`src/rtl/sha_scan_core.sv`:
```
// Scan sequencer for LANES lockstep SHA engines: issues nonce batches, compares
// each lane's top hash word against a target and queues hits in a result FIFO.
module sha_scan_core #(
    parameter int unsigned LANES      = 4,
    parameter int unsigned ROUNDS     = 64,
    parameter int unsigned FIFO_DEPTH = 4,
    localparam int unsigned LW        = (LANES > 1) ? $clog2(LANES) : 1
) (
    input  logic                  clk,
    input  logic                  n_rst,
    input  logic                  start,
    input  logic                  stop,
    input  logic [31:0]           nonce_start,
    input  logic [31:0]           nonce_end,
    input  logic [31:0]           target,
    output logic [5:0]            cycle,
    output logic [32*LANES-1:0]   lane_nonce,
    input  logic [32*LANES-1:0]   hash_top,
    output logic                  res_valid,
    input  logic                  res_ready,
    output logic [31:0]           res_nonce,
    output logic [LW-1:0]         res_lane,
    output logic                  busy,
    output logic                  done,
    output logic                  overflow
);
    localparam int unsigned PW = $clog2(FIFO_DEPTH);
    localparam int unsigned CW = PW + 1;

    typedef enum logic [1:0] {IDLE, RUN, DRAIN} state_t;
    state_t state, state_n;

    logic [5:0]          cycle_n;
    logic [31:0]         base, base_n, end_r, end_n, target_r, target_n;
    logic [31:0]         pend_base, pend_base_n, diff;
    logic [32*LANES-1:0] lane_nonce_n;
    logic [LANES-1:0]    pend, pend_n, low_bit, hit;
    logic [LW-1:0]       low_idx;
    logic                done_n, overflow_n, busy_n;

    logic                push, push_ok, pop;
    logic [31:0]         push_nonce;
    logic [LW-1:0]       push_lane;
    logic [31:0]         mem_nonce [FIFO_DEPTH];
    logic [LW-1:0]       mem_lane  [FIFO_DEPTH];
    logic [PW-1:0]       rd_ptr, rd_n, wr_ptr, wr_n;
    logic [CW-1:0]       cnt, cnt_n, cnt_kept;
    logic                res_valid_n;
    logic [31:0]         res_nonce_n;
    logic [LW-1:0]       res_lane_n;

    function automatic logic [32*LANES-1:0] spread(input logic [31:0] b);
        logic [32*LANES-1:0] v;
        for (int i = 0; i < LANES; i++) v[32*i +: 32] = b + 32'(i);
        return v;
    endfunction

    // Next-state, batch sequencing, pending drain and FIFO bookkeeping
    always_comb begin
        state_n      = state;
        cycle_n      = cycle;
        base_n       = base;
        end_n        = end_r;
        target_n     = target_r;
        pend_n       = pend;
        pend_base_n  = pend_base;
        lane_nonce_n = lane_nonce;
        overflow_n   = overflow;
        done_n       = 1'b0;
        push         = 1'b0;
        diff         = end_r - base;
        low_bit      = pend & (~pend + LANES'(1));
        low_idx      = '0;
        for (int i = LANES - 1; i >= 0; i--) if (pend[i]) low_idx = LW'(i);
        for (int i = 0; i < LANES; i++)
            hit[i] = (32'(i) <= diff) && (hash_top[32*i +: 32] <= target_r);
        push_nonce = pend_base + 32'(low_idx);
        push_lane  = low_idx;

        case (state)
            IDLE: begin
                if (start && !stop) begin
                    state_n      = RUN;
                    base_n       = nonce_start;
                    end_n        = nonce_end;
                    target_n     = target;
                    cycle_n      = '0;
                    overflow_n   = 1'b0;
                    lane_nonce_n = spread(nonce_start);
                end
            end
            RUN, DRAIN: begin
                if (stop) begin
                    state_n = IDLE;
                    pend_n  = '0;
                    cycle_n = '0;
                end else begin
                    if (pend != '0) begin
                        push   = 1'b1;
                        pend_n = pend & ~low_bit;
                    end
                    if (state == RUN) begin
                        if (cycle == 6'(ROUNDS - 1)) begin
                            pend_n      = pend_n | hit;
                            pend_base_n = base;
                            cycle_n     = '0;
                            if (diff < 32'(LANES)) begin
                                state_n = DRAIN;
                            end else begin
                                base_n       = base + 32'(LANES);
                                lane_nonce_n = spread(base + 32'(LANES));
                            end
                        end else begin
                            cycle_n = cycle + 6'd1;
                        end
                    end else if (pend == '0) begin
                        state_n = IDLE;
                        done_n  = 1'b1;
                    end
                end
            end
            default: state_n = IDLE;
        endcase

        // Pop is applied before push so a full FIFO can accept on a popping cycle
        pop      = res_valid & res_ready;
        cnt_kept = cnt - CW'(pop);
        push_ok  = push && (cnt_kept < CW'(FIFO_DEPTH));
        if (push && !push_ok) overflow_n = 1'b1;
        cnt_n       = cnt_kept + CW'(push_ok);
        rd_n        = rd_ptr + PW'(pop);
        wr_n        = wr_ptr + PW'(push_ok);
        res_valid_n = (cnt_n != '0);
        res_nonce_n = res_nonce;
        res_lane_n  = res_lane;
        if (cnt_kept != '0) begin
            res_nonce_n = mem_nonce[rd_n];
            res_lane_n  = mem_lane[rd_n];
        end else if (push_ok) begin
            res_nonce_n = push_nonce;
            res_lane_n  = push_lane;
        end
        busy_n = (state_n != IDLE);
    end

    always_ff @(posedge clk) begin
        if (!n_rst) begin
            state      <= IDLE;
            cycle      <= '0;
            base       <= '0;
            end_r      <= '0;
            target_r   <= '0;
            pend       <= '0;
            pend_base  <= '0;
            lane_nonce <= '0;
            overflow   <= 1'b0;
            done       <= 1'b0;
            busy       <= 1'b0;
            rd_ptr     <= '0;
            wr_ptr     <= '0;
            cnt        <= '0;
            res_valid  <= 1'b0;
            res_nonce  <= '0;
            res_lane   <= '0;
        end else begin
            state      <= state_n;
            cycle      <= cycle_n;
            base       <= base_n;
            end_r      <= end_n;
            target_r   <= target_n;
            pend       <= pend_n;
            pend_base  <= pend_base_n;
            lane_nonce <= lane_nonce_n;
            overflow   <= overflow_n;
            done       <= done_n;
            busy       <= busy_n;
            rd_ptr     <= rd_n;
            wr_ptr     <= wr_n;
            cnt        <= cnt_n;
            res_valid  <= res_valid_n;
            res_nonce  <= res_nonce_n;
            res_lane   <= res_lane_n;
        end
    end

    always_ff @(posedge clk) begin
        if (n_rst && push_ok) begin
            mem_nonce[wr_ptr] <= push_nonce;
            mem_lane[wr_ptr]  <= push_lane;
        end
    end
endmodule
```
`config.mk`:
```
export PLATFORM = sky130hd
export DESIGN_NAME = sha_scan_core
export DESIGN_NICKNAME = d
export VERILOG_FILES = /design/src/rtl/sha_scan_core.sv
export SDC_FILE = /design/constraint.sdc
export NUM_CORES = 1
export LEC_CHECK = 0
export CORE_MARGIN = 3
export CORE_UTILIZATION = 48
export CTS_CLUSTER_SIZE = 25
export DETAILED_ROUTE_END_ITERATION = 12
export PLACE_DENSITY = 0.8
export SLEW_MARGIN = 20
export SYNTH_ARGS = -nofsm -noshare
export SYNTH_HDL_FRONTEND = slang
export SYNTH_SLANG_ARGS = --single-unit
```
`constraint.sdc`:
```
create_clock -name clk -period 11.7 [get_ports clk]
set_input_delay 2.925 -clock clk [delete_from_list [all_inputs] [get_ports clk]]
set_output_delay 2.925 -clock clk [all_outputs]
set_load 0.01 [all_outputs]
```
## Yosys cells after proc, flatten, opt, wreduce, memory -nomap -nowiden

Memory sizes are Yosys's and may differ from the RTL's.
Cells that the tools add are included.
Widths: inputs -> output; s select.

| operators by class | value |
|---|---|
| add/subtract/negate cells | 15 |
| multipliers | 0 |
| divide/modulo/power cells | 0 |
| $lt $le $gt $ge | 10 |
| equality and inequality tests | 9 |
| shift-type cells | 0 |
| muxes and demuxes | 47 |
| bitwise logic cells | 9 |
| reductions and logical operators | 27 |

Operator list:

| kind | count |
|---|---|
| $mux 128 | 5 |
| $pmux 128 s2 | 1 |
| $mux 32 | 7 |
| $add 32x2->32 const B | 4 |
| $le 32x32->1 | 4 |
| $add 32x1->32 const B | 2 |
| $le 1x32->1 const A | 2 |
| $le 2x32->1 const A | 2 |
| $pmux 32 s2 | 1 |
| $add 32x2->32 | 1 |
| $add 32x3->32 const B | 1 |
| $lt 32x3->1 const B | 1 |
| $sub 32x32->32 | 1 |
| $mux 2 | 12 |
| $mux 4 | 6 |
| $mux 6 | 4 |
| $pmux 6 s2 | 1 |
| $ne 2x2->1 const B | 5 |
| $reduce_bool 2->1 | 5 |
| $mux 1 | 9 |
| $and 4x4->4 | 2 |
| $logic_and 1x1->1 | 8 |
| $not 4->4 | 2 |
| $add 6x1->6 const B | 1 |
| other kinds (24) | 30 |

| word-level totals | value |
|---|---|
| register bits after elaboration | 313 |
| bits in latches | 0 |
| memory bits (writable) | 136 |
| memory bits (read-only) | 0 |
| bits of input ports | 229 |
| logic and storage cells | 136 |
| memories | 2 |

Memory list:

| memory | depth | width | read ports | clocked after Yosys merged registers in | wr ports | RTL line | RTL |
|---|---|---|---|---|---|---|---|
| mem_nonce | 4 | 32 | 1 | 0 | 1 | 44 | `logic [31:0] mem_nonce [FIFO_DEPTH];` |
| mem_lane | 4 | 2 | 1 | 0 | 1 | 45 | `logic [LW-1:0] mem_lane [FIFO_DEPTH];` |

## Depth between registers and ports, before layout

Gate-level depths: netlist (run 1).

| depth | value |
|---|---|
| word-level depth | 12 |
| depth in mapped cells | 17 |

## Least setup slack after synthesis (run 1)

No wires, ideal clock.

| timing | value |
|---|---|
| path kind | input to register |
| start | input port res_ready |
| end | memory mem_lane[1][0] (netlist bit), enable pin |
| data arrival time | 6.619 ns |
| path slack | 4.606 ns |
| stages | 7 |
| path buffers | 0 |
| path through | and2_1 > ha_1 > ha_1 > xnor2_1 > and2_1 > nand2_1 > nor3b_1 |

| on the way | value |
|---|---|
| longest elaborated chain between the ends | 7 |

RTL lines:

| item | RTL line | RTL |
|---|---|---|
| start: declaration | 20 | `input logic res_ready,` |
| $and 1x1->1 | 126 | `pop = res_valid & res_ready;` |
| $sub 3x1->3 | 127 | `cnt_kept = cnt - CW'(pop);` |
| $lt 3x3->1 | 128 | `push_ok = push && (cnt_kept < CW'(FIFO_DEPTH));` |
| $logic_and 1x1->1 | 128 |  |
| $logic_and 1x1->1 | 187 | `if (n_rst && push_ok) begin` |
| $mux 1 | 187 |  |
| $mux 1 (not written as such) | 189 | `mem_lane[wr_ptr] <= push_lane;` |
| end: declaration | 45 |  |

Every way passes these cells.

## Worst setup path after layout (run 1)

| timing | value |
|---|---|
| start | input port stop |
| end | memory mem_lane[2][0] (netlist bit), enable pin |

| on the way | value |
|---|---|
| longest elaborated chain between the ends | 6 |

RTL lines:

| item | RTL line | RTL |
|---|---|---|
| start: declaration | 12 | `input logic stop,` |
| $mux 1 | 93 | `if (stop) begin` |
| $mux 1 | 80 | `case (state)` |
| $logic_and 1x1->1 | 128 |  |
| $logic_and 1x1->1 | 187 |  |
| $mux 1 | 187 |  |
| $mux 1 (not written as such) | 189 |  |

Every way passes these cells.

==> metrics.md, run 1 <==
| Metric | Value |
|---|---|
| Status | finished, final reports clean |
| Max Cap Violations | 0 |
| Worst min path class | reg -> reg |
| Syn-to-layout area delta | 24.0% |
| Clk pwr share | 36.3% |
| H-tree levels | 2 |
| Most frequent cells in the layout | clkdlybuf4s50_1 (400), nand2_1 (347), a21oi_1 (307) |
| CTS root buffer | clkbuf_16 |
| Syn Nets | 3,124 |
| Final hold slack | 0.453 ns |
| Cell-internal power | 2.94 mW |
| Num CTS Buffers | 45 |
| Leakage Power | 11.2 nW |
| WP data arrival | 5.97 ns |
| Wirelength, routed | 90,000 um |
| Setup violators final | 0 |
| Worst clock skew | 0.0279 ns |
| Via count | 22,900 |
| Worst slew pin tran | 1.17 ns |
| Sequential share of the synthesized area | 39.8% |
| Resize count post-CTS | 0 |
| Clk pin slew, worst setup/hold paths | 0.06 ns |
| Layout Cells excl Fill | 3,702 |
| Die Y | 231 um |
| Seq cells post-synth | 417 |
| Die width | 231 um |
| Sw Ratio | 31.6% |
| Initial Util | 49.2% |
| Most used flip-flop cell after synthesis | dfxtp_1 |
| Setup crit end kind | register |
| Crit Path Class | in -> reg |
| Wire per inst | 24.3 um |
| Post-synth EDFFs | 136 |
| Nets | 3,407 |
| Fillcell total | 4,128 |
| Drt drc | 0 |
| Clk sinks | 417 |
| Input/output buffers | 400 |
| GRT Util Overall | 32.5% |
| Critical Path Fanout Max | 40 |
| Area of the core | 49,600 um^2 |
| CP Data Required Time | 11.94 ns |
| Latest clock arrival within the worst-skew pair | 0.60 ns |
| RePlAce Congestion | 0.982 |
| Seq. cell area | 9710 um^2 |
| GR Overflow Total | 0 |
| Total die area | 53,500 um^2 |
| Total power | 4.29 mW |
| Yosys warns | 0 |
| Cts hold-fix bufs | 0 |
| Cell Area, Synth | 24,400 um^2 |
| Fin crit period | 5.73 ns |
| # IOs | 401 |
| Gate power share | 25.6% |
| Postcts setup bufs | 0 |
| Worst VDD drop | 0.125 mV |
| Rows | 81 |
| Vias in the first global route | 21,600 |
| RSZ-0062 raised after global routing | no |
| Area occupied by multi-input gates | 13,400 um^2 |
| DRT iter0 DRCs | 2,381 |
| Final max-slew violation count | 0 |
| Fmax | 174 MHz |
| Kind of start point of the critical path | input port |
| Worst rel slew slack | 22.1% |
| ANT nets after route | 0 |
| Synthesized area per cell | 8.97 um^2 |
| Layout cells sized above 1 | 6.59% |
| Fin util | 61.0% |
| TritonCTS clock tree | done |
| First-pass GRT wire length | 133,000 um |
| Setup_tns | 0 ns |
| Final HPWL from detailed placement | 67,600 um |
| Fin crit share | 49.0% |
| Unique masters post-synth | 82 |
| PwrDens | 142 nW/um^2 |
| Most common cell after layout, fill and taps aside | clkdlybuf4s50_1 |
| Seq pwr share | 38.1% |
| NetSw | 1.35 mW |
| Via-per-instance ratio | 6.17 |
| Ys async rst share | 0% |
| Mapped Cells | 2,716 |
| Final Hold Vio Count | 0 |
| Pin count of the biggest net entering global routing | 159 |
| Clock Path Buffers | 3 |
| Pre-antenna DRT Iters | 6 |
| Placed Cells | 3,615 |
| Initial antenna violation count | 2 |
==> final cells by class <==
type | instances | share of cell area [%]
tap | 664 | 2.75
antenna | 2 | 0.0166
multi-input combinational | 2003 | 44.5
timing repair buffer | 427 | 14.0
clock buffer | 62 | 4.30
sequential | 417 | 32.1
inverter | 105 | 1.33
clock inverter | 22 | 1.07
==> cells in the mapped netlist, types with 18 or more instances <==
cell / count / area (um^2)
nor2_1: 177 / 664
a211oi_1: 95 / 713
a21o_1: 50 / 375
nor2b_1: 19 / 119
nor4_1: 31 / 194
nor3_1: 56 / 280
dfxtp_1: 281 / 5630
clkbuf_1: 109 / 409
buf_2: 29 / 145
o21a_1: 32 / 240
buf_4: 35 / 263
nand2b_1: 18 / 113
edfxtp_1: 136 / 4080
o21ai_0: 68 / 340
o31ai_1: 23 / 173
and3_1: 23 / 144
mux4_2: 34 / 766
and2_1: 24 / 150
inv_1: 103 / 387
a21oi_1: 308 / 1540
ha_1: 177 / 2210
xnor2_1: 88 / 771
xor2_1: 43 / 377
nand3_1: 78 / 390
nand2_1: 348 / 1310
nand4_1: 78 / 488
==> per-layer routing <==
metal / up-vias / share of wire (%) / GRT usage, %
li1: 10500 / - / -
met1: 11100 / 42 / 45.9
met2: 1172 / 46 / 51.7
met3: 162 / 8.6 / 5.03
met4: 2 / 2.8 / 9.30
met5: - / 0.014 / 0
==> stage by stage <==
stage / area (um^2) / setup WS [ns]
after floorplan: 24400 / 4.61
after global placement: 28600 / 5.48
after detailed placement: 28600 / 5.43
after CTS: 30200 / 6.04
after global routing: 30200 / 5.61
final: 30200 / 5.97
==> worst paths after layout <==
check / start / to / slack, ns / cells after the start
worst max register to register: lane_nonce[18] / lane_nonce[63] / 5.98 / 13
worst max-delay path: stop / mem_lane[2][0] / 5.97 / 8
worst min-delay path: target_r[20] / target_r[20] / 0.45 / 2
worst min register to register: target_r[20] / target_r[20] / 0.45 / 2
==> power by group through the flow <==
stage | registers (mW) | logic [mW] | clock network (mW)
after CTS | 1.63 | 1.08 | 1.57
final | 1.64 | 1.10 | 1.56
after detailed placement | 1.66 | 1.08 | 0
after global routing | 1.64 | 1.18 | 1.63
after floorplan | 1.65 | 0.658 | 0
after global placement | 1.66 | 1.07 | 0
==> logic make-up after synthesis <==
group	Yosys count	synth area share, %
fa+ha+maj	179	9.25
buf+inv	296	5.34
mux	53	3.95
xor+xnor	131	4.71
flops	417	39.8
simple gates	921	18.0
compound gates	719	18.9
==> registers in the layout, summed over array words and instances (netlist names), 3 cells and up <==
signal / flops
mem_nonce: 128
lane_nonce: 126
end_r: 32
pend_base: 32
res_nonce: 32
target_r: 32
mem_lane: 8
cycle: 6
pend: 4
cnt: 3
==> worst max-delay path, stage by stage <==
cell	delay (ns)
clkdlybuf4s50_1	0.53
nand2b_1	0.33
a21oi_4	0.21
buf_4	0.48
and2_1	0.28
nand2_1	0.14
nor3b_2	0.54
buf_4	0.48
Power figures use the tool's default switching activity.
==> run 2: changes to the inputs <==
==> constraint.sdc (replaced) <==
create_clock -name clk -period 5.8 [get_ports clk]
set_input_delay 1.45 -clock clk [delete_from_list [all_inputs] [get_ports clk]]
set_output_delay 1.45 -clock clk [all_outputs]
set_load 0.01 [all_outputs]
==> metrics.md, run 2 (synthesized netlist as in run 1, its figures left out) <==
| Metric | Value |
|---|---|
| Rows | 81 (unchanged) |
| Initial Util | 49.2% (unchanged) |
| Setup violators final | 0 (unchanged) |
| Worst rel slew slack | 31.1% (was 22.1%) |
| Vias in the first global route | 22,200 (was 21,600) |
| Resize count post-CTS | 0 (unchanged) |
| Max Cap Violations | 0 (unchanged) |
| Final max-slew violation count | 0 (unchanged) |
| NetSw | 3.04 mW (was 1.35 mW) |
| Nets | 3,434 (was 3,407) |
| Wirelength, routed | 92,100 um (was 90,000 um) |
| Area of the core | 49,600 um^2 (unchanged) |
| Delay-heaviest family, CP | simple AND/OR/NAND/NOR gates (was buffers and inverters) |
| Fin crit period | 5.26 ns |
| Largest reg by FF count | mem_nonce (unchanged) |
| Leakage Power | 11.2 nW (about the same) |
| Final hold slack | 0.452 ns (was 0.453 ns) |
| H-tree levels | 2 (unchanged) |
| Sw Ratio | 32.1% (was 31.6%) |
| Largest registers | mem_nonce (128), lane_nonce (126) (unchanged) |
| Pin count of the biggest net entering global routing | 141 (was 159) |
| Pre-antenna DRT Iters | 6 (unchanged) |
| Crit Path Class | reg -> reg (was in -> reg) |
| Clk pwr share | 33.6% (was 36.3%) |
| Biggest cell delay along the critical path | 0.57 ns (was 0.54 ns) |
| Clk sinks | 417 (unchanged) |
| Fin util | 61.5% (was 61.0%) |
| Cell-internal power | 6.43 mW (was 2.94 mW) |
| Clock Path Buffers | 3 (unchanged) |
| CP Data Required Time | 6.26 ns (was 11.94 ns) |
| Status | finished, final reports clean (unchanged) |
| Setup_tns | 0 ns (unchanged) |
| Placed Cells | 3,642 (was 3,615) |
| ANT nets after route | 0 (unchanged) |
| Design Area, Final | 30,500 um^2 (was 30,200 um^2) |
| Cts hold-fix bufs | 0 (unchanged) |
| Latest clock arrival within the worst-skew pair | 0.62 ns (was 0.60 ns) |
| Via-per-instance ratio | 6.14 (was 6.17) |
| Input/output buffers | 400 (unchanged) |
| Setup crit end kind | register (unchanged) |
| Final Hold Vio Count | 0 (unchanged) |
| Syn-to-layout area delta | 25.2% (was 24.0%) |
| Final HPWL from detailed placement | 70,000 um (was 67,600 um) |
| Fin crit share | 90.7% |
| Total die area | 53,500 um^2 (unchanged) |
| Worst clock skew | 0.0349 ns (was 0.0279 ns) |
| Placed inst area | 28,800 um^2 (was 28,600 um^2) |
| Crit-path slowest cell | nor4_1 (was nor3b_2) |
| Most common cell after layout, fill and taps aside | clkdlybuf4s50_1 (unchanged) |
| Most frequent cells in the layout | clkdlybuf4s50_1 (400), nand2_1 (347), a21oi_1 (307) (unchanged) |
| Die Y | 231 um (unchanged) |
| TritonCTS clock tree | done (unchanged) |
| RSZ-0062 raised after global routing | no (unchanged) |
| Worst min path class | reg -> reg (unchanged) |
| Drt drc | 0 (unchanged) |
| DRT iter0 DRCs | 2,377 (was 2,381) |
| GR Overflow Total | 0 (unchanged) |
| Clk pin slew, worst setup/hold paths | 0.06 ns (about the same) |
| Num CTS Buffers | 46 (was 45) |
| Seq pwr share | 35.7% (was 38.1%) |
| Critical Path Fanout Max | 122 (was 40) |
| First-pass GRT wire length | 138,000 um (was 133,000 um) |
| Wire per inst | 24.7 um (was 24.3 um) |
| Worst VDD drop | 0.286 mV (was 0.125 mV) |
| Max reg flops | 128 (unchanged) |
| GRT Util Overall | 33.6% (was 32.5%) |
| Worst slew pin tran | 1.00 ns (was 1.17 ns) |
| # IOs | 401 (unchanged) |
| Cell Chain, Critical Path | inv_1, ha_1, a21oi_1, or3_1, o21ai_0, nor4_1, o2111ai_1, or4_1, or4_4, or4_4, buf_12, a21oi_1, a211oi_1 (was clkdlybuf4s50_1, nand2b_1, a21oi_4, buf_4, and2_1, nand2_1, nor3b_2, buf_4) |
| Gate power share | 30.7% (was 25.6%) |
| CTS root buffer | clkbuf_16 (unchanged) |
| Via count | 22,900 (about the same) |
| Fmax | 190 MHz |
| PwrDens | 311 nW/um^2 (was 142 nW/um^2) |
| Initial antenna violation count | 4 (was 2) |
| Number of buffers and inverters on the critical path | 2 (was 3) |
| Postcts setup bufs | 0 (unchanged) |
| Die width | 231 um (unchanged) |
| Kind of start point of the critical path | register (was input port) |
| WP data arrival | 5.73 ns (was 5.97 ns) |
| Layout cells sized above 1 | 7.15% (was 6.59%) |
| RePlAce Congestion | 0.991 (was 0.982) |
| Layout Cells excl Fill | 3,732 (was 3,702) |
-- run 2: changes by cell type in the layout (fill, tap and decap cells not counted), sizes merged --
cell,previous run,this run
bufinv,6,7
buf,27,53
diode,2,5
inv,107,109
clkbuf,62,65
clkinv,12,7
-- run 2: power by group through the flow --
stage          registers [mW]  clock network (mW)  logic (mW)
2_1_floorplan            3.44                   0        1.75
3_3_place_gp             3.43                   0        2.78
3_5_place_dp             3.43                   0        2.84
4_1_cts                  3.37                3.22        2.89
5_1_grt                  3.39                3.34        3.15
6_report                 3.38                3.19        2.91
-- run 2: cell type report --
class	count	area, um^2
diodes	5	12.5
clock buffers	65	1290
clock inverters	20	352
fillers	4132	19100
inverters	105	402
multi-input cells	2003	13400
flip-flops and latches	417	9710
well taps	664	831
repair buffers	453	4460
-- run 2: through the flow --
stage	power (mW)	worst slack, ns
2_1_floorplan	5.18	0.181
3_3_place_gp	6.21	0.700
3_5_place_dp	6.27	0.782
4_1_cts	9.48	0.760
5_1_grt	9.88	0.409
6_report	9.48	0.538
-- run 2: final timing paths --
path	cells after the start	from	to	slack [ns]
max reg2reg	13	lane_nonce[5]	lane_nonce[81]	0.54
min	2	target_r[11]	target_r[11]	0.45
max	13	lane_nonce[5]	lane_nonce[81]	0.54
min reg2reg	2	target_r[11]	target_r[11]	0.45
-- run 2: layer usage --
layer	share of wire (%)	vias up	global-route usage [%]
met3	8.4	152	6.05
met4	2.8	0	8.74
met5	0	-	0
li1	-	10500	-
met1	43	11100	47.0
met2	46	1114	53.9
-- run 2: worst min-delay path: stages, from the launching register on --
cell and delay, ns:
dfxtp_1 0.31, nand2_1 0.05, a21oi_1 0.05
